## src/rtl/pixel_gather_rr.sv

```systemverilog
// Round-robin pixel gatherer: one private FIFO per ray-tracing core, drained in
// strict core order into a registered valid/ready stream with frame/line framing.
module pixel_gather_rr #(
  parameter int unsigned NUM_CORES = 4,
  parameter int unsigned COLOR_W   = 8,
  parameter int unsigned DEPTH     = 2,
  parameter int unsigned CNT_W     = 12
) (
  input  logic                           aclk,
  input  logic                           aresetn,
  input  logic [NUM_CORES-1:0]           core_valid,
  input  logic [NUM_CORES*3*COLOR_W-1:0] core_data,
  output logic [NUM_CORES-1:0]           core_ready,
  input  logic [$clog2(NUM_CORES+1)-1:0] active_cores,
  input  logic [CNT_W-1:0]               line_width,
  input  logic [CNT_W-1:0]               frame_lines,
  input  logic                           out_ready,
  output logic [3*COLOR_W-1:0]           out_data,
  output logic                           out_valid,
  output logic                           out_user,
  output logic                           out_last,
  output logic                           busy
);

  localparam int unsigned PIX_W = 3 * COLOR_W;
  localparam int unsigned CFG_W = $clog2(NUM_CORES + 1);
  localparam int unsigned IDX_W = (NUM_CORES > 1) ? $clog2(NUM_CORES) : 1;
  localparam int unsigned PTR_W = (DEPTH > 1) ? $clog2(DEPTH) : 1;
  localparam int unsigned OCC_W = $clog2(DEPTH + 1);

  logic [PIX_W-1:0] mem_q    [NUM_CORES][DEPTH];
  logic [PTR_W-1:0] wr_ptr_q [NUM_CORES];
  logic [PTR_W-1:0] wr_ptr_d [NUM_CORES];
  logic [PTR_W-1:0] rd_ptr_q [NUM_CORES];
  logic [PTR_W-1:0] rd_ptr_d [NUM_CORES];
  logic [OCC_W-1:0] occ_q    [NUM_CORES];
  logic [OCC_W-1:0] occ_d    [NUM_CORES];

  logic             run_q;
  logic [IDX_W-1:0] rr_idx_q, rr_idx_d;
  logic [CFG_W-1:0] cfg_n_q, cfg_n_d;
  logic [CNT_W-1:0] col_q, col_d;
  logic [CNT_W-1:0] row_q, row_d;
  logic [PIX_W-1:0] out_data_q, out_data_d;
  logic             out_valid_q, out_valid_d;
  logic             out_user_q, out_user_d;
  logic             out_last_q, out_last_d;
  logic             busy_q, busy_d;

  logic [NUM_CORES-1:0] push;
  logic [NUM_CORES-1:0] pop_sel;
  logic                 pop;
  logic                 drained;
  logic                 line_end;
  logic [CFG_W-1:0]     cfg_clamp;
  logic [CFG_W-1:0]     rr_inc;
  logic [CNT_W-1:0]     lw_eff;
  logic [CNT_W-1:0]     fl_eff;

  function automatic logic [PTR_W-1:0] ptr_inc(input logic [PTR_W-1:0] p);
    return (32'(p) == DEPTH - 1) ? '0 : p + PTR_W'(1);
  endfunction

  // Readiness depends only on registered state; held low until the first edge after reset.
  always_comb begin
    core_ready = '0;
    for (int unsigned i = 0; i < NUM_CORES; i++) begin
      core_ready[i] = run_q && (CFG_W'(i) < cfg_n_q) && (occ_q[i] != OCC_W'(DEPTH));
    end
  end

  assign push = core_valid & core_ready;

  always_comb begin
    rr_idx_d    = rr_idx_q;
    cfg_n_d     = cfg_n_q;
    col_d       = col_q;
    row_d       = row_q;
    out_data_d  = out_data_q;
    out_valid_d = out_valid_q;
    out_user_d  = out_user_q;
    out_last_d  = out_last_q;
    wr_ptr_d    = wr_ptr_q;
    rd_ptr_d    = rd_ptr_q;
    occ_d       = occ_q;
    pop_sel     = '0;

    lw_eff = (line_width  == '0) ? CNT_W'(1) : line_width;
    fl_eff = (frame_lines == '0) ? CNT_W'(1) : frame_lines;

    drained = !out_valid_q;
    for (int unsigned i = 0; i < NUM_CORES; i++) begin
      if (occ_q[i] != '0) drained = 1'b0;
    end

    if (active_cores == '0) begin
      cfg_clamp = CFG_W'(1);
    end else if (active_cores > CFG_W'(NUM_CORES)) begin
      cfg_clamp = CFG_W'(NUM_CORES);
    end else begin
      cfg_clamp = active_cores;
    end

    pop      = (occ_q[rr_idx_q] != '0) && (!out_valid_q || out_ready);
    line_end = (col_q == lw_eff - CNT_W'(1));
    rr_inc   = CFG_W'(rr_idx_q) + CFG_W'(1);

    if (pop) begin
      out_data_d  = mem_q[rr_idx_q][rd_ptr_q[rr_idx_q]];
      out_valid_d = 1'b1;
      out_user_d  = (col_q == '0) && (row_q == '0);
      out_last_d  = line_end;
      rr_idx_d    = (rr_inc == cfg_n_q) ? '0 : IDX_W'(rr_inc);
      if (line_end) begin
        col_d = '0;
        row_d = (row_q == fl_eff - CNT_W'(1)) ? '0 : row_q + CNT_W'(1);
      end else begin
        col_d = col_q + CNT_W'(1);
      end
    end else if (out_ready) begin
      out_valid_d = 1'b0;
    end

    // Core count only moves while nothing is in flight, so ordering never breaks.
    if (drained) begin
      cfg_n_d = cfg_clamp;
      if (cfg_clamp != cfg_n_q) rr_idx_d = '0;
    end

    busy_d = out_valid_d;
    for (int unsigned i = 0; i < NUM_CORES; i++) begin
      pop_sel[i] = pop && (rr_idx_q == IDX_W'(i));
      if (push[i])    wr_ptr_d[i] = ptr_inc(wr_ptr_q[i]);
      if (pop_sel[i]) rd_ptr_d[i] = ptr_inc(rd_ptr_q[i]);
      case ({push[i], pop_sel[i]})
        2'b10:   occ_d[i] = occ_q[i] + OCC_W'(1);
        2'b01:   occ_d[i] = occ_q[i] - OCC_W'(1);
        default: occ_d[i] = occ_q[i];
      endcase
      if (occ_d[i] != '0) busy_d = 1'b1;
    end
  end

  // FIFO storage carries no reset; occupancy alone defines validity.
  always_ff @(posedge aclk) begin
    for (int unsigned i = 0; i < NUM_CORES; i++) begin
      if (push[i]) mem_q[i][wr_ptr_q[i]] <= core_data[i*PIX_W +: PIX_W];
    end
  end

  always_ff @(posedge aclk or negedge aresetn) begin
    if (!aresetn) begin
      for (int unsigned i = 0; i < NUM_CORES; i++) begin
        wr_ptr_q[i] <= '0;
        rd_ptr_q[i] <= '0;
        occ_q[i]    <= '0;
      end
      run_q       <= 1'b0;
      rr_idx_q    <= '0;
      cfg_n_q     <= CFG_W'(1);
      col_q       <= '0;
      row_q       <= '0;
      out_data_q  <= '0;
      out_valid_q <= 1'b0;
      out_user_q  <= 1'b0;
      out_last_q  <= 1'b0;
      busy_q      <= 1'b0;
    end else begin
      wr_ptr_q    <= wr_ptr_d;
      rd_ptr_q    <= rd_ptr_d;
      occ_q       <= occ_d;
      run_q       <= 1'b1;
      rr_idx_q    <= rr_idx_d;
      cfg_n_q     <= cfg_n_d;
      col_q       <= col_d;
      row_q       <= row_d;
      out_data_q  <= out_data_d;
      out_valid_q <= out_valid_d;
      out_user_q  <= out_user_d;
      out_last_q  <= out_last_d;
      busy_q      <= busy_d;
    end
  end

  assign out_data  = out_data_q;
  assign out_valid = out_valid_q;
  assign out_user  = out_user_q;
  assign out_last  = out_last_q;
  assign busy      = busy_q;

endmodule

```

## config.mk

```make
export PLATFORM = sky130hd
export DESIGN_NAME = pixel_gather_rr
export DESIGN_NICKNAME = d
export VERILOG_FILES = /design/src/rtl/pixel_gather_rr.sv
export SDC_FILE = /design/constraint.sdc
export NUM_CORES = 1
export LEC_CHECK = 0
export ABC_AREA = 1
export BUFFER_PORTS_ARGS = -buffer_cell sky130_fd_sc_hd__buf_2
export CAP_MARGIN = 20
export CORE_AREA = 2 2 237 239
export CTS_BUF_LIST = sky130_fd_sc_hd__clkbuf_8 sky130_fd_sc_hd__clkbuf_16
export CTS_CLUSTER_SIZE = 30
export DETAILED_ROUTE_END_ITERATION = 10
export DIE_AREA = 0 0 239 241
export GPL_TIMING_DRIVEN = 0
export PLACE_DENSITY = 0.34
export SYNTH_ARGS = -nofsm -noshare
export SYNTH_HDL_FRONTEND = slang
export SYNTH_SLANG_ARGS = --single-unit
```

## constraint.sdc

```tcl
create_clock -name aclk -period 6.4 [get_ports aclk]
set_clock_uncertainty 0.2 [all_clocks]
set_input_delay 0.64 -clock aclk [delete_from_list [all_inputs] [get_ports aclk]]
set_output_delay 0.64 -clock aclk [all_outputs]
set_load 0.005 [all_outputs]
```

==> After elaboration in Yosys (flattened, before gate mapping) <==
Memories as Yosys holds them, arrays and structs flattened.
Cells that the tools add are included.
{ "totals": {"reg_bits": 74, "latch_bits": 0, "ram_bits": 192, "rom_bits": 0, "out_inout_bits": 32, "n_memories": 1} }
{ "classes": {"n_addsub": 21, "multipliers": 0, "div": 0, "n_lt_le_gt_ge": 15, "n_eq_ne": 19, "shift": 0, "n_mux": 57, "n_bitwise": 7, "reduce_logical": 36} }
{ "mem_list": {"columns": ["memory", "depth", "word_bits", "read_ports", "rd_ports_with_merged_regs", "wr", "line_no", "text"], "rows": [
  ["mem_q", 4, 48, 1, 0, 4, "31", "logic [PIX_W-1:0] mem_q [NUM_CORES][DEPTH];"]
]} }
{ "op_table": {"columns": ["cell", "n"], "rows": [
  ["$mux W48", 4],
  ["$mux W24", 7],
  ["$demux W24 S1", 4],
  ["$logic_not A12 Y1", 4],
  ["$mux W12", 4],
  ["$add A12 B1 Y12 const B", 2],
  ["$eq A12 B12 Y1", 2],
  ["$mux W1", 24],
  ["$sub A12 B1 Y12 const B", 2],
  ["$logic_and A1 B1 Y1", 18],
  ["$reduce_bool A2 Y1", 9],
  ["$pmux W2 S2", 4],
  ["$eq A2 B2 Y1 const B", 6],
  ["$mux W2", 6],
  ["$eq A2 B1 Y1 const B", 5],
  ["$ge A2 B2 Y1 const B", 5],
  ["$not A1 Y2", 5],
  ["$add A1 B1 Y1 const B", 8],
  ["$add A2 B1 Y2 const B", 4],
  ["$lt A2 B1 Y1 const B", 4],
  ["$ne A2 B2 Y1 const B", 4],
  ["$sub A2 B1 Y2 const B", 4],
  ["$lt A1 B3 Y1 const A", 2],
  ["$lt A2 B3 Y1 const A", 2],
  ["15 further kinds", 16]
]} }

==> Depth between registers and ports, before layout <==
{ "logic_depth": {"ltp_word": 14, "ltp_mapped": 20, "depth_no_buf": 20} }

==> Worst setup path before layout <==
No wires, ideal clock.
{ "synth_timing": {"path_type": "register -> register", "from": "reg rr_idx_q[0]", "to": "reg busy_q, in the netlist busy", "setup_ns": 0.124, "arrival_time_ns": 2.661, "t_required_ns": 6.076, "slack_ns": 3.415, "stages_incl_launch_ff": 13, "n_path_buf": 3, "period_less_slack_ns": 2.985, "cell_sequence": "dfrtp_1 inv_1 buf_2 clkbuf_1 clkbuf_1 ha_1 inv_1 nor2_1 ha_1 xnor2_1 or4_1 nor3_1 nand2_1"} }
{ "synth_rtl": {"columns": ["item", "line_no", "text"], "rows": [
  ["from (decl)", "40", "logic [IDX_W-1:0] rr_idx_q, rr_idx_d;"],
  ["from (signal assigned)", "173", "rr_idx_q <= rr_idx_d;"],
  ["to (signal assigned)", "181", "busy_q <= busy_d;"],
  ["to (decl)", "48", "logic busy_q, busy_d;"]
]} }

==> flow_summary.json <==
{
  "h-tree-depth": 2,
  "async_flop_share_pct": 27.8,
  "max_freq_ghz": 0.249,
  "synth_mux_area_share_pct": 0,
  "grt_setup_unrepaired": "false",
  "clkPwrFrac_pct": 26.7,
  "arrival_ps": 4200,
  "route.detailed.drc": 0,
  "worst-r2r-setup-slack_ps": 2390,
  "post-cts-setup-buffers": 0,
  "core_area_um2": 54900,
  "antenna_found_initial": 7,
  "syn_area_per_cell_um2": 9.86,
  "path_class": "flop to flop",
  "fin_crit_sh_pct": 62.7,
  "fillerInstances": 5869,
  "synth_cells": 1270,
  "cp-start-kind": "flop",
  "synth.top_cell.area_share_pct": 46.0,
  "p_int_uw": 3990,
  "cap_violations": 0,
  "fin_nets": 1620,
  "start_util_pct": 22.8,
  "crit_family": "buffers and inverters",
  "hp-class": "input pin to flop",
  "ir_drop_uv": 186,
  "hold_buffers": 1,
  "clk_pin_slew_ps": 60,
  "grt-ovfl-total": 0,
  "netlist_top_cells_count": "208 x nand2_1, 198 x nor2_1, 192 x edfxtp_1, 116 x o21ai_0, 114 x inv_1",
  "setup_viol": 0,
  "whs_ps": 89.1,
  "io_pins": 162,
  "p_sw_uw": 2710,
  "required_ps": 6590,
  "syn_to_final_growth_pct": 23.9,
  "wirelength_um": 45200,
  "grt_first_pass_wirelength_um": 65700,
  "synth_most_common_cell": "nand2_1",
  "synth_flop_cell": "edfxtp_1",
  "antenna_left": 0,
  "power_density_nw_per_um2": 432,
  "dr.pass1.iters": 5,
  "regArea_um2": 7620,
  "grt_pass1_vias": 10300,
  "pwr-share-seq_pct": 35.9,
  "synth-edff-count": 192,
  "netlist_top_cells_area": "edfxtp_1 46%, dfrtp_1 15%, nand2_1 6.2%, nor2_1 5.9%, o21ai_0 4.6%",
  "multi_input_area_um2": 4320,
  "dp.cells": 2143,
  "syn_area_um2": 12500,
  "syn-num-nets": 1414,
  "crit_path_end_kind": "flop",
  "final_hold_viol_count": 0,
  "dieHeight_um": 241,
  "io_buffers": 161,
  "setup_ws_ps": 2390,
  "gp_congestion": 0.810,
  "dr_total_vias": 9870,
  "cts.sink_count": 266,
  "synth_compound_area_share_pct": 9.70,
  "finalMaxSlewViolations": 0,
  "total_power_uw": 6700,
  "dieArea_um2": 57600,
  "yosysWarnings": 0,
  "cts_buffer_depth": 3,
  "leakagePower_uw": 0.00639,
  "switching_share_pct": 40.4,
  "relSlewSlack_pct": 38.7,
  "ys_ff_latch": 266,
  "yosysUniqueCellTypes": 47,
  "ys_seq_area_share_pct": 60.8,
  "setup_tns_ps": 0,
  "cts_tree": "yes",
  "drive_gt1_share_pct": 17.3,
  "comb_power_share_pct": 37.4,
  "synth_top_area_cell": "edfxtp_1",
  "die_w_um": 239,
  "critPathBufInv": 5,
  "rows": 86,
  "instances_no_fill": 2206,
  "avgRoutedWirePerCell_um": 20.5,
  "viasPerCell": 4.47,
  "tightestPinTransition_ps": 911,
  "numCtsBuffers": 34,
  "clock_latency_ps": 530,
  "synth_xor_area_share_pct": 3.47,
  "dpl_worst_slack_ps": 2240,
  "critPathMaxFanout": 11,
  "synthAdderAreaFrac_pct": 1.40,
  "finalCriticalPeriod_ps": 4010,
  "crit_slowest_cell": "clkbuf_1",
  "cp_slowest_stage_delay_ps": 660,
  "antenna_cells": 0,
  "hpwl_um": 32800,
  "grt_max_degree": 49,
  "drt_iter0_markers": 436,
  "grt_use_total_pct": 15.6,
  "synth_top_family_by_area": "simple AND/OR/NAND/NOR gates",
  "cts_resized": 0,
  "outcome": "finished clean",
  "synth-simple-area-share_pct": 19.4,
  "cts-root-buf": "clkbuf_16",
  "crit_chain": "inv_1 -> buf_2 -> clkbuf_1 -> clkbuf_1 -> ha_1 -> inv_1 -> nor2_1 -> ha_1 -> xnor2_1 -> or4_1 -> nor3_1 -> nand2_1"
}
-- placed cells by master, fill, tap and decap left out, types with 3 or more instances in the layout --
cell and instances:
a21oi_1 15, a31oi_1 25, buf_1 5, buf_16 6, buf_2 163, clkbuf_1 42, clkbuf_16 34, clkinv_1 4
clkinv_2 6, dfrtp_1 73, edfxtp_1 192, ha_1 14, inv_1 125, inv_2 4, nand2_1 208, nand2_2 6
nand3_1 73, nand3b_1 4, nand4_1 24, nand4_2 3, nor2_1 190, nor2_2 3, nor2_4 12, nor3_1 14
nor4_1 4, o21ai_0 116, o21ai_1 5, o22ai_1 47, xnor2_1 13, xor2_1 34
-- kinds of logic (layout without fill, tap and decap cells) --
family,count (synthesis),after routing
other,1,1
DFF,266,266
and+or+nand+nor,554,554
adders and majority gates,14,14
xor gates and xnor gates,48,48
AOI/OAI and AO/OA,217,217
buffers and inverters,170,402
-- metal layers --
layer / share of wire, % / global-route usage, % / routed length, µm / up-vias
li1: - / - / - / 4778
met1: 44 / 19.7 / 20100 / 4776
met2: 49 / 27.5 / 22200 / 225
met3: 4.3 / 2.64 / 1940 / 81
met4: 2.1 / 4.30 / 967 / 10
met5: 0.13 / 0 / 59 / -
-- stage by stage --
step	util, %	cell area [µm²]
floorplan	-	12500
global placement	25.9	14200
detailed placement	26.4	14500
CTS	28.3	15500
global route	28.3	15500
finish	28.3	15500
-- final timing paths --
path	end	start	cells past startpoint
max	busy$_DFF_PN0_	rr_idx_q[0]$_DFF_PN0_	12
min	mem_q[1][8]$_DFFE_PP_	core_data[32]	1
max reg2reg	busy$_DFF_PN0_	rr_idx_q[0]$_DFF_PN0_	12
min reg2reg	rd_ptr_q[2]$_DFFE_PN0P_	rd_ptr_q[2]$_DFFE_PN0P_	1
max in group asynchronous	cfg_n_q[0]$_DFFE_PN1P_	aresetn	3
min in group asynchronous	col_q[11]$_DFFE_PN0N_	aresetn	2
-- final cells by class --
type	count	area share, %
flip-flops and latches	266	49.1
multi-input cells	834	27.8
repair buffers	170	6.59
well taps	704	5.67
clock buffers	36	5.66
inverters	118	2.85
plain buffers	52	1.31
clock inverters	26	1.02
-- power groups by stage --
stage	sequential, µW	clock, µW	combinational [µW]
floorplan	2370	0	1460
global placement	2450	0	2480
detailed placement	2440	0	2550
CTS	2410	1840	2560
global route	2450	1900	2790
finish	2410	1790	2510
-- flip-flops by register name, summed over array words and instances (netlist names) --
register	count
out_user	1
out_last	1
rr_idx_q	2
run_q	1
cfg_n_q	3
row_q	12
out_data	24
out_valid	1
rd_ptr_q	4
col_q	12
busy	1
mem_q	192
wr_ptr_q	4
occ_q	8
No activity file was read; power rests on OpenSTA's default activity.
